File: src/rtl/axi_slave_wr_ctrl.sv
// axi_slave_wr_ctrl: AXI4 write-path slave that turns each burst into single-word memory writes.
// Optional AXI_WR_ERR_CNT_EN adds a saturating err_count of non-OKAY write responses.
module axi_slave_wr_ctrl #(
    parameter int ID_WIDTH   = 4,
    parameter int ADDR_WIDTH = 32,
    parameter int DATA_WIDTH = 32,
    parameter int STRB_WIDTH = DATA_WIDTH / 8,
    parameter int MEM_DEPTH  = 256,
    parameter int MEM_AW     = $clog2(MEM_DEPTH)
) (
    input  logic                  sig_clock,
    input  logic                  sig_reset,
    input  logic [ID_WIDTH-1:0]   awid,
    input  logic [ADDR_WIDTH-1:0] awaddr,
    input  logic [7:0]            awlen,
    input  logic [2:0]            awsize,
    input  logic [1:0]            awburst,
    input  logic                  awvalid,
    output logic                  awready,
    input  logic [DATA_WIDTH-1:0] wdata,
    input  logic [STRB_WIDTH-1:0] wstrb,
    input  logic                  wlast,
    input  logic                  wvalid,
    output logic                  wready,
    output logic [ID_WIDTH-1:0]   bid,
    output logic [1:0]            bresp,
    output logic                  bvalid,
    input  logic                  bready,
    output logic                  mem_we,
    output logic [MEM_AW-1:0]     mem_addr,
    output logic [DATA_WIDTH-1:0] mem_wdata,
    output logic [STRB_WIDTH-1:0] mem_wstrb
`ifdef AXI_WR_ERR_CNT_EN
    ,output logic [15:0]          err_count
`endif
);
    localparam int SHIFT = $clog2(STRB_WIDTH);
    typedef enum logic [1:0] {IDLE, DATA, RESP} state_t;
    state_t state, state_nx;
    logic [ID_WIDTH-1:0] id_q;
    logic [ADDR_WIDTH-1:0] ptr;
    logic [7:0] len_q, beat_cnt;
    logic [1:0] burst_q;
    logic aw_err, wl_err, dec_err;
    logic aw_hs, w_hs, last_beat, in_range;
    assign aw_hs     = awvalid & awready;
    assign w_hs      = wvalid & wready;
    assign last_beat = beat_cnt == len_q;
    assign in_range  = ptr < ADDR_WIDTH'(MEM_DEPTH);
    assign bid       = id_q;
    always_ff @(posedge sig_clock)
        if (!sig_reset) state <= IDLE;
        else state <= state_nx;
    always_comb begin
        state_nx = state;
        awready  = 1'b0;
        wready   = 1'b0;
        bvalid   = 1'b0;
        bresp    = 2'b00;
        case (state)
            IDLE: begin
                awready  = 1'b1;
                state_nx = awvalid ? DATA : IDLE;
            end
            DATA: begin
                wready   = 1'b1;
                state_nx = (wvalid && last_beat) ? RESP : DATA;
            end
            RESP: begin
                bvalid   = 1'b1;
                bresp    = dec_err ? 2'b11 : (aw_err | wl_err) ? 2'b10 : 2'b00;
                state_nx = bready ? IDLE : RESP;
            end
            default: state_nx = IDLE;
        endcase
    end
    // aw_err blocks memory writes; wl_err (wlast mismatch) only affects the response
    always_ff @(posedge sig_clock) begin
        if (!sig_reset) begin
            id_q      <= '0;
            len_q     <= '0;
            burst_q   <= '0;
            ptr       <= '0;
            beat_cnt  <= '0;
            aw_err    <= 1'b0;
            wl_err    <= 1'b0;
            dec_err   <= 1'b0;
            mem_we    <= 1'b0;
            mem_addr  <= '0;
            mem_wdata <= '0;
            mem_wstrb <= '0;
        end else begin
            mem_we <= 1'b0;
            if (aw_hs) begin
                id_q     <= awid;
                len_q    <= awlen;
                burst_q  <= awburst;
                ptr      <= awaddr >> SHIFT;
                beat_cnt <= '0;
                aw_err   <= awburst[1] | (awsize != 3'(SHIFT));
                wl_err   <= 1'b0;
                dec_err  <= 1'b0;
            end
            if (w_hs) begin
                mem_we    <= !aw_err && in_range;
                mem_addr  <= ptr[MEM_AW-1:0];
                mem_wdata <= wdata;
                mem_wstrb <= wstrb;
                beat_cnt  <= beat_cnt + 8'd1;
                if (!in_range) dec_err <= 1'b1;
                if (wlast != last_beat) wl_err <= 1'b1;
                if (burst_q == 2'b01) ptr <= ptr + ADDR_WIDTH'(1);
            end
        end
    end
`ifdef AXI_WR_ERR_CNT_EN
    always_ff @(posedge sig_clock)
        if (!sig_reset) err_count <= '0;
        else if (bvalid && bready && bresp != 2'b00 && err_count != 16'hFFFF) err_count <= err_count + 16'd1;
`endif
endmodule

File: config.mk
export PLATFORM = sky130hd
export DESIGN_NAME = axi_slave_wr_ctrl
export DESIGN_NICKNAME = d
export VERILOG_FILES = /design/src/rtl/axi_slave_wr_ctrl.sv
export SDC_FILE = /design/constraint.sdc
export NUM_CORES = 1
export LEC_CHECK = 0
export ABC_CLOCK_PERIOD_IN_PS = 4700
export CAP_MARGIN = 10
export CORE_MARGIN = 2
export CORE_UTILIZATION = 40
export CTS_BUF_LIST = sky130_fd_sc_hd__clkbuf_4 sky130_fd_sc_hd__clkbuf_8
export CTS_CLUSTER_SIZE = 40
export DETAILED_ROUTE_END_ITERATION = 16
export GPL_ROUTABILITY_DRIVEN = 0
export PLACE_DENSITY = 0.68
export SLEW_MARGIN = 20
export SYNTH_ARGS = -nofsm -noshare
export SYNTH_HDL_FRONTEND = slang
export SYNTH_SLANG_ARGS = --single-unit
File: constraint.sdc
create_clock -name sig_clock -period 4.7 [get_ports sig_clock]
set_input_delay 0.705 -clock sig_clock [delete_from_list [all_inputs] [get_ports sig_clock]]
set_output_delay 0.705 -clock sig_clock [all_outputs]
set_load 0.01 [all_outputs]
==> metrics.md <==
| Metric | Value |
|---|---|
| Worst setup path start | wvalid |
| Bufs on Longest Clock Path | 2 |
| Flops & latches, synth | 104 |
| Synth Area in Simple Gates | 0.268 |
| Clock power share | 0.318 |
| P&R area growth vs syn | 36.8% |
| CTS Buf Count | 9 |
| Total power | 1870 uW |
| Peak VDD IR | 0.182 mV |
| Post-detail-place hpwl | 9.07 mm |
| Initial antenna violation count | 0 |
| Most common cell after layout, fill and taps aside | nand2_1 |
| Yosys warnings | 0 |
| Sw frac | 0.274 |
| Postcts setup bufs | 0 |
| Commonest non-fill, non-tap cells in the layout | nand2_1, clkdlybuf4s50_1, dfxtp_1 |
| Port Buffers | 142 |
| Post-CTS Hold Fix Bufs | 0 |
| Critical Path Most Common Cell | or4_1 |
| Worst-Margin Slew | 0.969 ns |
| Final wirelength | 13.2 mm |
| Routed len/inst | 15.5 um |
| Site Rows | 39 |
| Seq/Total Area, Yosys | 0.454 |
| Compound-gate portion of the synthesized area | 0.198 |
| Clock latency at the later pin of the worst-skew pair | 0.39 ns |
| Initial DRC Count | 252 |
| Mean Syn Cell Area | 7.85 um2 |
| CP arrival | 3.26 ns |
| Die Y | 111 um |
| P per Cell Area | 298 mW/mm2 |
| Post-route antenna net violation count | 0 |
| TNS Setup | 0 ns |
| Sw Pwr | 512 uW |
| Mux cell area share after synthesis | 0.0164 |
| Reg clk slew, reported paths | 0.09 ns |
| Cell Int Power | 1360 uW |
| Vias per Instance | 5.46 |
| Combinational share of power | 0.162 |
| Final setup vio count | 0 |
| CTS tree | done |
| # resized after CTS | 0 |
| Tcrit/Tclk final | 0.629 |
| Syn_nets | 677 |
| Worst Setup End Kind | register |
| Slew headroom | 0.352 |
| Share of flip-flops with an asynchronous set or reset | 0 |
| Unrepaired setup endpoints after global routing | false |
| Placed Area | 0.00606 mm2 |
| Grt ovf | 0 |
| Die Area | 0.0123 mm2 |
| Core footprint | 0.0113 mm2 |
| EDFF count, synth | 0 |
| Gr usage total | 0.215 |
| Fin Hold WS | 0.457 ns |
| DRC Markers | 0 |
| CTS Sinks | 104 |
| Initial Util | 0.405 |
| CP cell instances | clkdlybuf4s50_1 -> nand4b_1 -> or2_2 -> or4_1 -> or4_1 -> a21oi_1 |
| Slowest CP cell | or4_1 |
| Vias in the first global route | 4388 |
| Design area | 0.00627 mm2 |
| WP data required | 5.01 ns |
| Flop2flop setup slack | 1.87 ns |
| Final net count | 795 |
| Adder-cell share of the synthesized area | 0.00546 |
| Lkg Pwr | 0.00212 uW |
| CP Launch Type | input port |
| Largest net degree at the start of global routing | 52 |
| Max-Cap Viols | 0 |
| Reg2reg start | ptr[3]$_SDFF_PN0_ |
| Crit path time final | 2.95 ns |
| First-pass GRT wire length | 21.6 mm |
| CP max stage delay | 0.68 ns |
| CP Class | input port to register |
| Syn Inst Count | 584 |
| Die Span X | 111 um |
| Vias | 4637 |
| Critical R2R Capture | ptr[31]$_SDFF_PN0_ |
| Worst Reg-to-Reg Cells | 5 |
| Share of power burned in registers | 0.520 |
| Distinct cells, synth | 55 |
| Status | finished, final reports clean |
| IO Pins | 145 |
| TritonRoute pass-1 iters | 5 |
| Largest family of logic cells by synthesized area | simple AND/OR/NAND/NOR gates |
| Xor and xnor area share after synthesis | 0.0191 |
| Clock Skew | 0.0198 ns |
| Post-synthesis cell area | 0.00459 mm2 |
| Critical path endpoint | ptr[31]$_SDFF_PN0_ |
| Max Slew Vio Count | 0 |
| Critical path peak fanout | 18 |
| Share of cells above drive strength 1 | 0.0537 |
| N_diodes | 0 |
| Endpoints failing hold | 0 |
| Post-synth top flop | dfxtp_1 |
| H-tree levels | 3 |
| Fmax | 338 MHz |
| Root Buffer | clkbuf_8 |
| Worst hold path type | register to register |
## worst max-delay path: cells and delay by family
family	cells	cell delay [ns]
compound gates	1	0.17
buf+inv	1	0.53
simple gates	4	1.86
## metal layers
metal	global-route usage	routed length, um
met2	0.359	6290
met3	0.0782	901
met1	0.261	5750
met4	0.0642	257
met5	0	0
## through the flow
step	utilization	setup slack, ns	instances
floorplan	-	2.10	584
global placement	0.536	1.41	834
detailed placement	0.536	1.38	834
CTS	0.554	1.79	850
global route	0.554	1.71	850
finish	0.554	1.75	850
## area by class of cell
class                   count  area, um2
repair buffers            146       1450
clock inverters             5       63.8
multi-input cells         435       2330
fillers                  1113       5050
clock buffers              11        145
inverters                   6       22.5
flip-flops and latches    104       2080
well taps                 143        179
## power by group through the flow
stage,clock network [uW],logic (uW),registers [uW]
floorplan,0,145,988
global placement,0,296,989
detailed placement,0,302,992
CTS,612,304,971
global route,644,331,979
finish,594,302,972
## state kept, by name, indices dropped and copies added, names as in the netlist, 2 cells and up
| signal | count |
|---|---|
| state | 2 |
| burst_q | 2 |
| ptr | 32 |
| mem_wstrb | 4 |
| len_q | 8 |
| beat_cnt | 8 |
| mem_wdata | 32 |
| bid | 4 |
| mem_addr | 8 |
## worst min path at each step
stage                          startpoint  slack [ns]                    endpoint  cells past startpoint
3_3_place_gp   mem_wdata[16]$_SDFFE_PN0P_        0.44  mem_wdata[16]$_SDFFE_PN0P_                      2
6_report       mem_wdata[10]$_SDFFE_PN0P_        0.46  mem_wdata[10]$_SDFFE_PN0P_                      2
3_5_place_dp   mem_wdata[25]$_SDFFE_PN0P_        0.45  mem_wdata[25]$_SDFFE_PN0P_                      2
5_1_grt        mem_wdata[25]$_SDFFE_PN0P_        0.48  mem_wdata[25]$_SDFFE_PN0P_                      2
2_1_floorplan         aw_err$_SDFFE_PN0P_        0.43           mem_we$_SDFF_PN0_                      1
4_1_cts        mem_wdata[25]$_SDFFE_PN0P_        0.46  mem_wdata[25]$_SDFFE_PN0P_                      2
## cell usage after synthesis, drive strengths merged, types with 2 or more instances
master   number  area (um2)
nand2       154         578
dfxtp       104        2080
a21oi        83         415
clkbuf       32         120
nor2         26        97.6
nand3        17        85.1
o21ai        16        80.1
nand4        15         109
nor4         11        68.8
and3         10        63.8
xnor2        10        87.6
a31oi         7        43.8
buf           7        36.3
and2          6        37.5
inv           6        22.5
o31a          6        53.8
nor3          5        25.0
o211ai        5        37.5
or3           5        32.5
a221oi        4        35.0
mux2          4        45.0
o21a          4        30.0
or4           4        33.8
a211oi        3        22.5
a22oi         3        22.5
a2bb2oi       3        26.3
mux2i         3        30.0
o31ai         3        22.5
or2           3        18.8
a21boi        2        15.0
a32oi         2        17.5
ha            2        25.0
nor2b         2        12.5
nor4b         2        17.5
o311ai        2        17.5
## logic make-up (layout without fill, tap and decap cells)
| kind of cell | after synthesis | after routing |
|---|---|---|
| AND/OR/NAND/NOR | 266 | 266 |
| AO/OA/AOI/OAI | 150 | 150 |
| flip-flops | 104 | 104 |
| buffers and inverters | 45 | 168 |
| XOR/XNOR | 10 | 10 |
| multiplexers | 7 | 7 |
| adder cells (fa/ha/maj) | 2 | 2 |
No activity file was read; power rests on OpenSTA's default activity.
